[config.mk]
export PLATFORM = sky130hd
export DESIGN_NAME = lsu_flat
export DESIGN_NICKNAME = d
export VERILOG_FILES = /design/src/rtl/lsu_if.sv /design/src/rtl/lsu.sv /design/src/flat_wrapper.sv
export SDC_FILE = /design/constraint.sdc
export NUM_CORES = 1
export LEC_CHECK = 0
export CAP_MARGIN = 20
export CORE_MARGIN = 2
export CORE_UTILIZATION = 37
export CTS_BUF_LIST = sky130_fd_sc_hd__clkbuf_4
export DETAILED_ROUTE_END_ITERATION = 6
export PLACE_DENSITY = 0.75
export SETUP_SLACK_MARGIN = 0.02
export SLEW_MARGIN = 5
export SYNTH_ARGS = -nofsm -noshare
export SYNTH_HDL_FRONTEND = slang
export SYNTH_SLANG_ARGS = --single-unit
[constraint.sdc]
create_clock -name clk -period 2.93 [get_ports clk]
set_clock_uncertainty 0.15 [all_clocks]
set_input_delay 0.293 -clock clk [delete_from_list [all_inputs] [get_ports clk]]
set_output_delay 0.293 -clock clk [all_outputs]
set_load 0.05 [all_outputs]
[src/rtl/lsu_if.sv]
// rtl/lsu_if.sv - single-beat word bus between the load/store unit and memory
interface lsu_if #(
  parameter int CPU_WIDTH = 32
);
  logic                 bus_req;
  logic                 bus_we;
  logic [CPU_WIDTH-1:0] bus_addr;
  logic [3:0]           bus_wstrb;
  logic [CPU_WIDTH-1:0] bus_wdata;
  logic                 bus_ack;
  logic [CPU_WIDTH-1:0] bus_rdata;

  modport master (
    output bus_req, bus_we, bus_addr, bus_wstrb, bus_wdata,
    input  bus_ack, bus_rdata
  );

  modport slave (
    input  bus_req, bus_we, bus_addr, bus_wstrb, bus_wdata,
    output bus_ack, bus_rdata
  );
endinterface

[src/rtl/lsu.sv]
// rtl/lsu.sv - load/store unit: sized, lane-aligned accesses over a word bus with timeout
module lsu #(
  parameter int CPU_WIDTH = 32,
  parameter int TIMEOUT   = 16
) (
  input  logic                 clk,
  input  logic                 rst,
  input  logic                 lsu_start,
  input  logic                 lsu_we,
  input  logic [2:0]           lsu_size,
  input  logic [CPU_WIDTH-1:0] lsu_addr,
  input  logic [CPU_WIDTH-1:0] lsu_wdata,
  output logic                 lsu_busy,
  output logic                 lsu_done,
  output logic                 lsu_err,
  output logic [CPU_WIDTH-1:0] lsu_rdata,
  lsu_if.master                bus
);
  typedef enum logic [1:0] {IDLE, ACCESS, RESP} state_t;

  // Counter value reached on the last ACCESS cycle before giving up.
  localparam logic [7:0] LAST_CNT = 8'(TIMEOUT - 1);

  state_t               state_q, state_d;
  logic [7:0]           cnt_q, cnt_d;
  logic                 we_q, we_d;
  logic [2:0]           size_q, size_d;
  logic [1:0]           lane_q, lane_d;
  logic                 busy_q, busy_d;
  logic                 done_q, done_d;
  logic                 err_q, err_d;
  logic [CPU_WIDTH-1:0] rdata_q, rdata_d;
  logic                 req_q, req_d;
  logic                 bwe_q, bwe_d;
  logic [CPU_WIDTH-1:0] baddr_q, baddr_d;
  logic [3:0]           wstrb_q, wstrb_d;
  logic [CPU_WIDTH-1:0] bwdata_q, bwdata_d;

  logic                 illegal;
  logic [3:0]           strb_new;
  logic [CPU_WIDTH-1:0] wdata_new;
  logic [CPU_WIDTH-1:0] load_val;
  logic [7:0]           rbyte;
  logic [15:0]          rhalf;

  // Reject unknown sizes, unsigned stores and accesses that straddle their natural alignment.
  always_comb begin
    illegal = 1'b0;
    case (lsu_size)
      3'b000:  illegal = 1'b0;
      3'b001:  illegal = lsu_addr[0];
      3'b010:  illegal = |lsu_addr[1:0];
      3'b100:  illegal = lsu_we;
      3'b101:  illegal = lsu_we | lsu_addr[0];
      default: illegal = 1'b1;
    endcase
  end

  // Position store data on its byte lanes; narrow stores replicate so any lane sees the data.
  always_comb begin
    strb_new  = 4'b0000;
    wdata_new = lsu_wdata;
    if (lsu_we) begin
      case (lsu_size[1:0])
        2'b00: begin
          strb_new  = 4'b0001 << lsu_addr[1:0];
          wdata_new = {(CPU_WIDTH/8){lsu_wdata[7:0]}};
        end
        2'b01: begin
          strb_new  = 4'b0011 << lsu_addr[1:0];
          wdata_new = {(CPU_WIDTH/16){lsu_wdata[15:0]}};
        end
        default: strb_new = 4'b1111;
      endcase
    end
  end

  // Pick the addressed byte/halfword out of the returned word and extend it.
  always_comb begin
    rbyte = bus.bus_rdata[{lane_q, 3'b000} +: 8];
    rhalf = bus.bus_rdata[{lane_q[1], 4'b0000} +: 16];
    case (size_q)
      3'b000:  load_val = {{(CPU_WIDTH-8){rbyte[7]}}, rbyte};
      3'b100:  load_val = {{(CPU_WIDTH-8){1'b0}}, rbyte};
      3'b001:  load_val = {{(CPU_WIDTH-16){rhalf[15]}}, rhalf};
      3'b101:  load_val = {{(CPU_WIDTH-16){1'b0}}, rhalf};
      default: load_val = bus.bus_rdata;
    endcase
  end

  // Next-state and next-output logic; done/err are pulses so they default low.
  always_comb begin
    state_d  = state_q;
    cnt_d    = cnt_q;
    we_d     = we_q;
    size_d   = size_q;
    lane_d   = lane_q;
    busy_d   = busy_q;
    done_d   = 1'b0;
    err_d    = 1'b0;
    rdata_d  = rdata_q;
    req_d    = req_q;
    bwe_d    = bwe_q;
    baddr_d  = baddr_q;
    wstrb_d  = wstrb_q;
    bwdata_d = bwdata_q;
    case (state_q)
      IDLE: begin
        if (lsu_start) begin
          we_d   = lsu_we;
          size_d = lsu_size;
          lane_d = lsu_addr[1:0];
          busy_d = 1'b1;
          if (illegal) begin
            state_d = RESP;
            done_d  = 1'b1;
            err_d   = 1'b1;
            rdata_d = '0;
          end else begin
            state_d  = ACCESS;
            cnt_d    = 8'd0;
            req_d    = 1'b1;
            bwe_d    = lsu_we;
            baddr_d  = {lsu_addr[CPU_WIDTH-1:2], 2'b00};
            wstrb_d  = strb_new;
            bwdata_d = wdata_new;
          end
        end
      end
      ACCESS: begin
        if (bus.bus_ack) begin
          state_d = RESP;
          req_d   = 1'b0;
          done_d  = 1'b1;
          rdata_d = we_q ? '0 : load_val;
        end else if (cnt_q == LAST_CNT) begin
          state_d = RESP;
          req_d   = 1'b0;
          done_d  = 1'b1;
          err_d   = 1'b1;
          rdata_d = '0;
        end else begin
          cnt_d = cnt_q + 8'd1;
        end
      end
      default: begin
        state_d = IDLE;
        busy_d  = 1'b0;
      end
    endcase
  end

  // Register state and every output; reset returns to IDLE with everything cleared.
  always_ff @(posedge clk) begin
    if (rst) begin
      state_q  <= IDLE;
      cnt_q    <= '0;
      we_q     <= 1'b0;
      size_q   <= '0;
      lane_q   <= '0;
      busy_q   <= 1'b0;
      done_q   <= 1'b0;
      err_q    <= 1'b0;
      rdata_q  <= '0;
      req_q    <= 1'b0;
      bwe_q    <= 1'b0;
      baddr_q  <= '0;
      wstrb_q  <= '0;
      bwdata_q <= '0;
    end else begin
      state_q  <= state_d;
      cnt_q    <= cnt_d;
      we_q     <= we_d;
      size_q   <= size_d;
      lane_q   <= lane_d;
      busy_q   <= busy_d;
      done_q   <= done_d;
      err_q    <= err_d;
      rdata_q  <= rdata_d;
      req_q    <= req_d;
      bwe_q    <= bwe_d;
      baddr_q  <= baddr_d;
      wstrb_q  <= wstrb_d;
      bwdata_q <= bwdata_d;
    end
  end

  assign lsu_busy      = busy_q;
  assign lsu_done      = done_q;
  assign lsu_err       = err_q;
  assign lsu_rdata     = rdata_q;
  assign bus.bus_req   = req_q;
  assign bus.bus_we    = bwe_q;
  assign bus.bus_addr  = baddr_q;
  assign bus.bus_wstrb = wstrb_q;
  assign bus.bus_wdata = bwdata_q;
endmodule
[src/flat_wrapper.sv]
// flat-port wrapper written by rule: the top's interface ports become plain ports
module lsu_flat 
#(
  parameter int CPU_WIDTH = 32,
  parameter int TIMEOUT   = 16
)
  (clk, rst, lsu_start, lsu_we, lsu_size, lsu_addr, lsu_wdata, lsu_busy, lsu_done, lsu_err, lsu_rdata, bus_bus_req, bus_bus_we, bus_bus_addr, bus_bus_wstrb, bus_bus_wdata, bus_bus_ack, bus_bus_rdata);
  lsu_if #(.CPU_WIDTH(CPU_WIDTH)) bus_i ();
  input  logic clk;
  input  logic rst;
  input  logic lsu_start;
  input  logic lsu_we;
  input  logic [2:0] lsu_size;
  input  logic [CPU_WIDTH-1:0] lsu_addr;
  input  logic [CPU_WIDTH-1:0] lsu_wdata;
  output logic lsu_busy;
  output logic lsu_done;
  output logic lsu_err;
  output logic [CPU_WIDTH-1:0] lsu_rdata;
  output wire logic [$bits(bus_i.bus_req)-1:0] bus_bus_req;
  output wire logic [$bits(bus_i.bus_we)-1:0] bus_bus_we;
  output wire logic [$bits(bus_i.bus_addr)-1:0] bus_bus_addr;
  output wire logic [$bits(bus_i.bus_wstrb)-1:0] bus_bus_wstrb;
  output wire logic [$bits(bus_i.bus_wdata)-1:0] bus_bus_wdata;
  input wire logic [$bits(bus_i.bus_ack)-1:0] bus_bus_ack;
  input wire logic [$bits(bus_i.bus_rdata)-1:0] bus_bus_rdata;
  assign bus_bus_req = bus_i.bus_req;
  assign bus_bus_we = bus_i.bus_we;
  assign bus_bus_addr = bus_i.bus_addr;
  assign bus_bus_wstrb = bus_i.bus_wstrb;
  assign bus_bus_wdata = bus_i.bus_wdata;
  assign bus_i.bus_ack = bus_bus_ack;
  assign bus_i.bus_rdata = bus_bus_rdata;
  lsu #(.CPU_WIDTH(CPU_WIDTH), .TIMEOUT(TIMEOUT)) u_core (.clk(clk), .rst(rst), .lsu_start(lsu_start), .lsu_we(lsu_we), .lsu_size(lsu_size), .lsu_addr(lsu_addr), .lsu_wdata(lsu_wdata), .lsu_busy(lsu_busy), .lsu_done(lsu_done), .lsu_err(lsu_err), .lsu_rdata(lsu_rdata), .bus(bus_i));
endmodule
==> results of run 1 <==
[per-layer routing]
layer  vias up  part of all wire (%)  global-route usage [%]
met5         -                     0                       0
met4         0                   1.8                    8.98
met3        22                    11                    10.2
met2       219                    46                    33.8
met1      2447                    41                    25.3
li1       2505                     -                       -
[power by group through the flow]
stage               clock, µW  sequential (µW)  combinational (µW)
floorplan                   0             1940                 291
global placement            0             1760                 802
detailed placement          0             1760                 813
CTS                      1160             1730                 819
global route             1240             1740                 873
finish                   1130             1730                 817
[state kept, by name (all words and copies together) (netlist names)]
name / count
u_core.bus.bus_addr: 30
u_core.bus.bus_req: 1
u_core.bus.bus_wdata: 32
u_core.bus.bus_we: 1
u_core.bus.bus_wstrb: 4
u_core.cnt_q: 8
u_core.lane_q: 2
u_core.lsu_busy: 1
u_core.lsu_done: 1
u_core.lsu_err: 1
u_core.lsu_rdata: 32
u_core.size_q: 3
u_core.state_q: 2
u_core.we_q: 1
[layout by cell type (no fill, tap or decap), types with 3 or more instances in the layout]
master,count
nand2b_1,16
mux2_2,3
a31oi_1,4
and3_1,3
a221oi_1,7
clkdlybuf4s50_1,205
buf_4,17
a32o_1,6
nand3_1,8
o211ai_1,22
o21ai_0,9
a221o_1,16
clkinv_2,5
inv_1,6
nand2_1,113
a22o_1,10
clkbuf_4,17
nor2b_1,9
clkinvlp_4,3
dfxtp_1,119
clkinv_1,3
a21oi_1,73
nor3_1,4
o22ai_1,6
nor2_1,29
mux2i_1,31
or4_1,3
a211oi_1,9
[logic make-up (layout without fill, tap and decap cells)]
kind of cell / Yosys count / count (layout)
multiplexers: 35 / 35
other: 1 / 3
AO/OA/AOI/OAI: 177 / 177
adder cells (fa/ha/maj): 1 / 1
buffers and inverters: 57 / 263
flip-flops: 119 / 119
AND/OR/NAND/NOR: 198 / 198
[final cells by class]
type                            instances  area, µm²  share of cell area [%]
Clock buffer                           17        128                    1.67
Antenna cell                            1       2.50                  0.0328
Sequential cell                       119       2380                    31.2
Clock inverter                         15        136                    1.79
Tap cell                              180        225                    2.95
Timing Repair Buffer                  225       2210                    29.0
Multi-Input combinational cell        413       2520                    33.0
Inverter                                6       22.5                   0.295
[stage by stage]
stage | utilization, % | setup WS (ns) | instances | hold slack [ns] | cell area [µm²]
6_report | 55.6 | 0.613 | 976 | 0.142 | 7630
2_1_floorplan | - | 1.01 | 589 | 0.279 | 5150
4_1_cts | 55.6 | 0.674 | 975 | 0.0853 | 7630
5_1_grt | 55.6 | 0.562 | 976 | 0.0990 | 7630
3_5_place_dp | 53.6 | 0.0738 | 942 | 0.294 | 7360
3_3_place_gp | 53.6 | 0.184 | 942 | 0.290 | 7360
[synth_stat cells, types with 2 or more instances]
master | number | share of area (%)
nand2_1 | 113 | 8.2
a21oi_1 | 73 | 7.1
a31oi_1 | 4 | 0.49
or4_1 | 3 | 0.44
buf_6 | 2 | 0.44
nand3_1 | 8 | 0.78
o21ai_0 | 10 | 0.97
nand4_1 | 2 | 0.24
clkbuf_1 | 23 | 1.7
a311oi_1 | 2 | 0.34
buf_2 | 17 | 1.7
o32ai_1 | 2 | 0.34
a221oi_1 | 7 | 1.2
dfxtp_1 | 119 | 46
buf_1 | 4 | 0.29
a32o_1 | 6 | 1.2
a211oi_1 | 9 | 1.3
o31ai_1 | 2 | 0.29
mux2_2 | 3 | 0.66
buf_4 | 4 | 0.58
nor2_1 | 29 | 2.1
nor3b_1 | 2 | 0.29
o22ai_1 | 6 | 0.73
a221o_1 | 16 | 3.1
nor2b_1 | 10 | 1.2
mux2i_1 | 31 | 6.0
a22o_1 | 10 | 1.7
nand2b_1 | 16 | 1.9
o211ai_1 | 22 | 3.2
nor3_1 | 4 | 0.39
o21a_1 | 3 | 0.44
and3_1 | 3 | 0.36
inv_1 | 6 | 0.44
[critical path, cell delays in order]
cell	delay [ns]
clkdlybuf4s50_1	0.63
nor4_1	0.10
buf_4	0.16
o31ai_1	0.49
a31oi_4	0.41
a221o_1	0.47
[how the worst max path moves through the flow]
stage	cells after the start	end
floorplan	5	u_core.lsu_rdata[24]
global placement	6	u_core.lsu_rdata[18]
detailed placement	6	u_core.lsu_rdata[17]
CTS	6	u_core.lsu_rdata[17]
global route	6	u_core.lsu_rdata[24]
finish	6	u_core.lsu_rdata[17]
[what timing repair did]
action                                  CTS  global route
endpoints found under the hold margin     1             0
gates resized for setup                   0             0
hold buffers                              1             0
endpoints found under the setup margin    0             0
==> results.md, run 1 <==
- Crit path DAT: about 2.6 ns
- Synthesized-area fraction occupied by adder cells: less than 1%
- Largest family of logic cells by synthesized area: compound AO/OA/AOI/OAI gates
- Post-Syn Area: 5150 µm²
- Drt initial violations: 337
- Fmax: roughly 0.43 GHz
- Antenna Violating Nets Remaining: 0
- Critical R2R Launch: u_core.cnt_q[4]
- Seq pwr share: 47.0%
- Final global-route overflow total: 0
- R2R Setup Slk: 0.70 ns
- CORE AREA: 13700 µm²
- Area of the die: 14900 µm²
- Tightest Pin Transition: 0.887 ns
- I/O pins: 209
- Synth Flop Type: dfxtp_1
- Synth unique cells: 50
- Tcrit/Tclk final: 79.1%
- Setup Viol. Count Final: 0
- CTS max path bufs: 2
- Starting Density: a little under two fifths
- Req. time, crit path: 3.20 ns
- Crit path launch: lsu_addr[1]
- Clock sinks: 119
- Register-to-Register Path Depth: 4
- Endpoints failing hold: 0
- Drt wl/cell: 16.3 µm
- Max-slew violation count: 0
- Post-route setup TNS: 0 ns
- DRC viols: 0
- Clock share of power: between 30% and 40%
- Share of cells above drive strength 1: 7.55%
- Postcts setup bufs: 0
- EDFF count, synth: 0
- Peak supply drop: 0.315 mV
- First-pass GRT wire length: 25100 µm
- CP Capture Type: flop
- Total Power: 3670 µW
- Syn. warnings: 0
- PwrDens: 481 nW/µm²
- Hold Crit Class: input port to flop
- Fin nets: 887
- RSZ-0062 raised after global routing: false
- Sw power: 1160 µW
- Pint: ~2500 µW
- Kind of start point of the critical path: input port
- Reg2Reg Capture Point: u_core.lsu_rdata[17]
- Vias per cell: around 5.3
- CTS tree: yes
- Gate power share: 22.2%
- I/O Buffers: 206
- Mux share of post-synthesis cell area: 7.12%
- Status: finished clean
- Post-synthesis sequential area ratio: between 40% and 50%
- Avg Cell Area, Syn: 8.75 µm²
- Leak pwr: 0.00268 µW
- Vias: 5193
- Rows: 43
- HP Start: lsu_addr[19]
- Initial antenna violation count: 1
- Drt first pass iters: 5
- DPL Wire Length: 11500 µm
- RD Place Congestion: 0.830
- Hold Crit Endpoint: u_core.bus.bus_addr[19]
- Compound-gate portion of the synthesized area: a little under a quarter
- Die height: 122 µm
- Slew HR: 40.9%
- Htree depth: 4
- # Max-Cap Violations: 0
- Switching share of power: 31.5%
- Final min period: 2.32 ns
- Largest net degree at the start of global routing: 87
- Vias in the first global route: 4991
- Post-Synthesis Cells: 588
- Area growth syn-to-layout: 48.3%
- Worst Hold Depth: 3
- Die width: 122 µm
- Ys async rst share: 0%
- Layout filler cell count: 1217
- CP max FO: 32
- Number of synthesized register bits: 119
- Worst skew pair latency: 0.53 ns
- Num CTS Buffers: 17
- Post-Synth XOR/XNOR Area: 0%
- Crit path kind: input port to flop
- CTS root buf: clkbuf_4
- Tot GR Track Use: a little over a fifth
- Post-synthesis simple-gate area fraction: between 15 and 20%
- Routed wire length: 15900 µm
- Clock transition at path regs: about 0.11 ns
No activity file was read; power rests on OpenSTA's default activity.
==> inputs of run 2 (changes only) <==
==> constraint.sdc (replaced) <==
create_clock -name clk -period 2.2 [get_ports clk]
set_clock_uncertainty 0.15 [all_clocks]
set_input_delay 0.22 -clock clk [delete_from_list [all_inputs] [get_ports clk]]
set_output_delay 0.22 -clock clk [all_outputs]
set_load 0.05 [all_outputs]
==> results.md, run 2 (synthesized netlist as in run 1, its figures left out) <==
- Worst slack at placement: -0.196 ns (was 0.0738 ns)
- Tcrit/Tclk final: around 96%
- Layout filler cell count: 1203 (was 1217)
- Area growth syn-to-layout: 52.5% (was 48.3%)
- Final global-route overflow total: 0 (unchanged)
- Req. time, crit path: 1.83 ns (was 3.20 ns)
- Sw power: 1510 µW (was 1160 µW)
- Tot GR Track Use: 21.7% (was 21.5%)
- Commonest non-fill, non-tap cells in the layout: clkdlybuf4s50_1, dfxtp_1, nand2_1 (unchanged)
- Vias per cell: 5.26 (was 5.32)
- Setup Viol. Count Final: 0 (unchanged)
- Largest net degree at the start of global routing: 67 (was 87)
- Num CTS Buffers: 17 (unchanged)
- Pint: 3370 µW (was 2520 µW)
- # placed instances: 959 (was 942)
- Clock sinks: 119 (unchanged)
- First-pass GRT wire length: 25100 µm (unchanged)
- Drt first pass iters: 4 (was 5)
- DPL Wire Length: 11800 µm (was 11500 µm)
- CP peak stage delay: 0.82 ns (was 0.63 ns)
- Max-slew violation count: 0 (unchanged)
- Crit-path cells: clkdlybuf4s50_1 (was clkdlybuf4s50_1 -> nor4_1 -> buf_4 -> o31ai_1 -> a31oi_4 -> a221o_1)
- I/O Buffers: 206 (unchanged)
- Vias: 5209 (was 5193)
- Fin nets: 904 (was 887)
- Area of the die: 14900 µm² (unchanged)
- CORE AREA: 13700 µm² (unchanged)
- Antenna Violating Nets Remaining: 0 (unchanged)
- Starting Density: 37.5% (unchanged)
- Leak pwr: 0.00292 µW (was 0.00268 µW)
- Switching share of power: 31.0% (was 31.5%)
- Critical R2R Launch: u_core.cnt_q[4] (unchanged)
- Tightest Pin Transition: 0.825 ns (was 0.887 ns)
- Routed wire length: 16000 µm (was 15900 µm)
- Die width: 122 µm (unchanged)
- Drt wl/cell: 16.1 µm (was 16.3 µm)
- RSZ-0062 raised after global routing: false (unchanged)
- Most common cell after layout, fill and taps aside: clkdlybuf4s50_1 (unchanged)
- Endpoints failing hold: 0 (unchanged)
- CP Capture Type: output pin (was flop)
- Htree depth: 4 (unchanged)
- Die height: 122 µm (unchanged)
- Clock transition at path regs: 0.11 ns (about the same)
- Fmax: approximately 0.47 GHz
- R2R Setup Slk: 0.17 ns (was 0.70 ns)
- CTS max path bufs: 2 (unchanged)
- Gate power share: 23.4% (was 22.2%)
- Rows: 43 (unchanged)
- Status: finished clean (unchanged)
- # Max-Cap Violations: 0 (unchanged)
- Register-to-Register Path Depth: 5 (was 4)
- Slew HR: 44.8% (was 40.9%)
- CP Buf/Inv Count: 1 (was 2)
- CP max FO: 2 (was 32)
- CTS root buf: clkbuf_4 (unchanged)
- Reg2Reg Capture Point: u_core.lsu_rdata[31] (was u_core.lsu_rdata[17])
- DRC viols: 0 (unchanged)
- Initial antenna violation count: 1 (unchanged)
- Fin worst setup slack: 0.0882 ns (was 0.613 ns)
- PwrDens: 622 nW/µm² (was 481 nW/µm²)
- Kind of start point of the critical path: flop (was input port)
- CP delay by family, top: buffers and inverters (was compound AO/OA/AOI/OAI gates)
- Final min period: 2.11 ns
- I/O pins: 209 (unchanged)
- Peak supply drop: 0.342 mV (was 0.315 mV)
- CTS tree: yes (unchanged)
- Seq pwr share: 47.0% (about the same)
- Worst skew pair latency: 0.54 ns (was 0.53 ns)
- Hold Crit Class: input port to flop (unchanged)
- Share of cells above drive strength 1: 8.89% (was 7.55%)
- Drt initial violations: 344 (was 337)
- Slowest cell on the critical path: clkdlybuf4s50_1 (unchanged)
- Crit path DAT: 1.74 ns (was 2.59 ns)
- Vias in the first global route: 5058 (was 4991)
- Crit path launch: u_core.bus.bus_wdata[12] (was lsu_addr[1])
- Clock share of power: 29.6% (was 30.7%)
- RD Place Congestion: 0.861 (was 0.830)
- Crit path depth: 1 (was 6)
- Crit path kind: flop to output pin (was input port to flop)
- Crit path to: bus_bus_wdata[12] (was u_core.lsu_rdata[17])
- Post-route insts no fill: 991 (was 976)
## run 2: cell types whose count changed in the layout (fill, tap and decap cells not counted), sizes merged
cell           before  now
buf                19   36
clkdlybuf4s50     205  197
dlymetal6s2s        0    8
clkinv              9    8
inv                 7    6
## run 2: worst min-delay path by stage
stage                                    end                startpoint  cells past startpoint
global route         u_core.bus.bus_addr[11]              lsu_addr[11]                      3
finish               u_core.bus.bus_addr[28]              lsu_addr[28]                      3
global placement    u_core.bus.bus_wdata[27]  u_core.bus.bus_wdata[27]                      2
floorplan            u_core.bus.bus_addr[30]              lsu_addr[30]                      2
detailed placement    u_core.bus.bus_addr[4]    u_core.bus.bus_addr[4]                      2
CTS                  u_core.bus.bus_addr[28]              lsu_addr[28]                      3
## run 2: per-layer routing
metal | vias to the layer above | global-route usage (%) | share of wire, %
met5 | - | 0 | 0
met4 | 0 | 8.55 | 1.9
met3 | 23 | 9.83 | 11
met2 | 215 | 35.3 | 47
met1 | 2438 | 24.7 | 41
li1 | 2533 | - | -
## run 2: through the flow
stage | TNS (ns) | util (%) | hold slack, ns | instance area (µm²) | total power [µW]
after global routing | 0 | 57.2 | 0.0372 | 7850 | 5090
final | 0 | 57.2 | 0.0673 | 7850 | 4880
after floorplan | 0 | - | 0.206 | 5150 | 2980
after CTS | 0 | 57.0 | 0.0169 | 7830 | 4930
after detailed placement | -7.02 | 55.2 | 0.296 | 7570 | 3480
after global placement | -1.07 | 55.2 | 0.291 | 7570 | 3460
## run 2: power groups by stage
stage,clock [µW],combinational (µW),sequential (µW)
floorplan,0,388,2590
global placement,0,1120,2340
detailed placement,0,1140,2340
CTS,1480,1150,2290
global route,1570,1220,2300
finish,1450,1140,2290
## run 2: what timing repair did
item                                    in CTS  in global routing
endpoints found under the hold margin       19                  0
endpoints found under the setup margin       0                  8
resized for setup                            0                  8
buffers inserted                             0                  0
hold buffers                                 1                  0
## run 2: area by class of cell
cell class                 count  area (µm²)  area share [%]
tap                          180         225            2.87
sequential                   119        2380            30.4
multi-input combinational    413        2520            32.1
antenna                        1        2.50          0.0319
clock buffer                  17         128            1.63
clock inverter                13         115            1.47
inverter                       6        22.5           0.287
timing repair buffer         242        2450            31.2
==> inputs of run 3 (changes only) <==
--- a/config.mk
+++ b/config.mk
@@ -7,10 +7,10 @@
 export LEC_CHECK = 0
 export CAP_MARGIN = 20
 export CORE_MARGIN = 2
-export CORE_UTILIZATION = 37
+export CORE_UTILIZATION = 45
 export CTS_BUF_LIST = sky130_fd_sc_hd__clkbuf_4
 export DETAILED_ROUTE_END_ITERATION = 6
-export PLACE_DENSITY = 0.75
+export PLACE_DENSITY = 0.88
 export SETUP_SLACK_MARGIN = 0.02
 export SLEW_MARGIN = 5
 export SYNTH_ARGS = -nofsm -noshare
==> results.md, run 3 (synthesized netlist as in run 1, its figures left out) <==
- Drt first pass iters: 5 (was 4)
- CTS tree: yes (unchanged)
- DPL Wire Length: 12500 µm (was 11800 µm)
- FF/Latch Area: 2380 µm² (unchanged)
- Die height: 111 µm (was 122 µm)
- Fmax: 0.465 GHz (was 0.474 GHz)
- CP delay by family, top: buffers and inverters (unchanged)
- CTS max path bufs: 2 (unchanged)
- Num CTS Buffers: 17 (unchanged)
- Tcrit/Tclk final: 97.7% (was 96.0%)
- Multi-input gate area: 2520 µm² (unchanged)
- Initial antenna violation count: 0 (was 1)
- CP Buf/Inv Count: 1 (unchanged)
- Critical R2R Launch: u_core.cnt_q[4] (unchanged)
- R2R Setup Slk: 0.09 ns (was 0.17 ns)
- First-pass GRT wire length: 26700 µm (was 25100 µm)
- Die width: 111 µm (was 122 µm)
- Crit path DAT: 1.78 ns (was 1.74 ns)
- Drt wl/cell: 17.8 µm (was 16.1 µm)
- Vias in the first global route: 5373 (was 5058)
- Tot GR Track Use: 27.1% (was 21.7%)
- Starting Density: 45.7% (was 37.5%)
- Final instance area: 7840 µm² (was 7850 µm²)
- Status: finished clean (unchanged)
- Area growth syn-to-layout: 52.4% (was 52.5%)
- Crit path launch: u_core.bus.bus_addr[30] (was u_core.bus.bus_wdata[12])
- Final global-route overflow total: 0 (unchanged)
- Rows: 39 (was 43)
- Tightest Pin Transition: 0.616 ns (was 0.825 ns)
- I/O Buffers: 206 (unchanged)
- Slowest cell on the critical path: clkdlybuf4s50_1 (unchanged)
- Endpoints failing hold: 0 (unchanged)
- Share of cells above drive strength 1: 9.16% (was 8.89%)
- Final min period: 2.15 ns (was 2.11 ns)
- Setup Viol. Count Final: 0 (unchanged)
- CORE AREA: 11300 µm² (was 13700 µm²)
- Kind of start point of the critical path: flop (unchanged)
- Vias: 5339 (was 5209)
- Area of the die: 12300 µm² (was 14900 µm²)
- Htree depth: 4 (unchanged)
- PwrDens: 676 nW/µm² (was 622 nW/µm²)
- Crit-path cells: clkdlybuf4s50_1 (unchanged)
- Most common cell after layout, fill and taps aside: clkdlybuf4s50_1 (unchanged)
- Hold Crit Class: input port to flop (unchanged)
- Clock transition at path regs: 0.11 ns (about the same)
- # Max-Cap Violations: 0 (unchanged)
- Peak supply drop: 0.619 mV (was 0.342 mV)
- Worst skew pair latency: 0.54 ns (about the same)
- RSZ-0062 raised after global routing: false (unchanged)
- Clock sinks: 119 (unchanged)
- I/O pins: 209 (unchanged)
- RD Place Congestion: 0.843 (was 0.861)
- Crit path depth: 1 (unchanged)
- Fin nets: 900 (was 904)
- Antenna Violating Nets Remaining: 0 (unchanged)
- DRC viols: 0 (unchanged)
- Crit path to: bus_bus_addr[30] (was bus_bus_wdata[12])
- CP max FO: 2 (unchanged)
- Crit path kind: flop to output pin (unchanged)
- Placed instance area: 7460 µm² (was 7570 µm²)
- Leak pwr: 0.00292 µW (about the same)
- Register-to-Register Path Depth: 5 (unchanged)
- Final hold slack: 0.0685 ns (was 0.0673 ns)
- Drt initial violations: 411 (was 344)
- Req. time, crit path: 1.83 ns (about the same)
- CP Capture Type: output pin (unchanged)
- Layout filler cell count: 851 (was 1203)
- Antenna Cells: 0 (was 1)
- Vias per cell: 5.61 (was 5.26)
- CTS root buf: clkbuf_4 (unchanged)
- Routed wire length: 16900 µm (was 16000 µm)
- CP peak stage delay: 0.87 ns (was 0.82 ns)
- Commonest non-fill, non-tap cells in the layout: clkdlybuf4s50_1, dfxtp_1, nand2_1 (unchanged)
- Max-slew violation count: 0 (unchanged)
- Largest net degree at the start of global routing: 60 (was 67)
- Reg2Reg Capture Point: u_core.lsu_rdata[19] (was u_core.lsu_rdata[31])
- Slew HR: 58.9% (was 44.8%)
## run 3: routing by layer
| layer | global-route usage [%] | vias to the layer above | wire length, µm |
|---|---|---|---|
| met2 | 45.6 | 288 | 8030 |
| met1 | 30.2 | 2470 | 6610 |
| li1 | - | 2541 | - |
| met4 | 11.6 | 0 | 449 |
| met5 | 0 | - | 0 |
| met3 | 11.0 | 40 | 1810 |
## run 3: how the worst min path moves through the flow
stage,startpoint,endpoint,slack [ns],cells after the start
3_3_place_gp,u_core.bus.bus_wdata[9],u_core.bus.bus_wdata[9],0.29,2
5_1_grt,lsu_addr[24],u_core.bus.bus_addr[24],0.05,3
4_1_cts,lsu_addr[11],u_core.bus.bus_addr[11],0.02,3
2_1_floorplan,lsu_addr[30],u_core.bus.bus_addr[30],0.21,2
3_5_place_dp,u_core.bus.bus_wdata[29],u_core.bus.bus_wdata[29],0.30,2
6_report,lsu_addr[25],u_core.bus.bus_addr[25],0.07,3
## run 3: stage by stage
| step | power, µW | setup TNS (ns) | setup slack (ns) | std cells | utilization, % |
|---|---|---|---|---|---|
| finish | 5300 | 0 | 0.0506 | 951 | 69.6 |
| global route | 5490 | 0 | 0.0205 | 951 | 69.6 |
| CTS | 5320 | 0 | 0.0242 | 950 | 69.2 |
| detailed placement | 3480 | -2.77 | -0.131 | 917 | 66.2 |
| global placement | 3450 | 0 | 0.0364 | 917 | 66.2 |
| floorplan | 2980 | 0 | 0.277 | 589 | - |
## run 3: final cells by class
type | count | area share (%)
clock inverters | 15 | 2.65
clock buffers | 17 | 1.63
well taps | 143 | 2.28
inverters | 6 | 0.287
repair buffers | 238 | 30.6
flip-flops and latches | 119 | 30.4
multi-input cells | 413 | 32.2
## run 3: repair_timing
item | in CTS | in global routing
pin swaps | 0 | 1
hold endpoints to repair | 2 | 0
endpoints found under the setup margin | 1 | 23
resized for setup | 1 | 7
buffers inserted | 0 | 1
hold buffers | 1 | 0
## run 3: power by group
group	switching [µW]	total (µW)	internal, µW
logic	651	1140	490
clock network	853	1860	1000
registers	62.0	2300	2240
total	1570	5300	3730
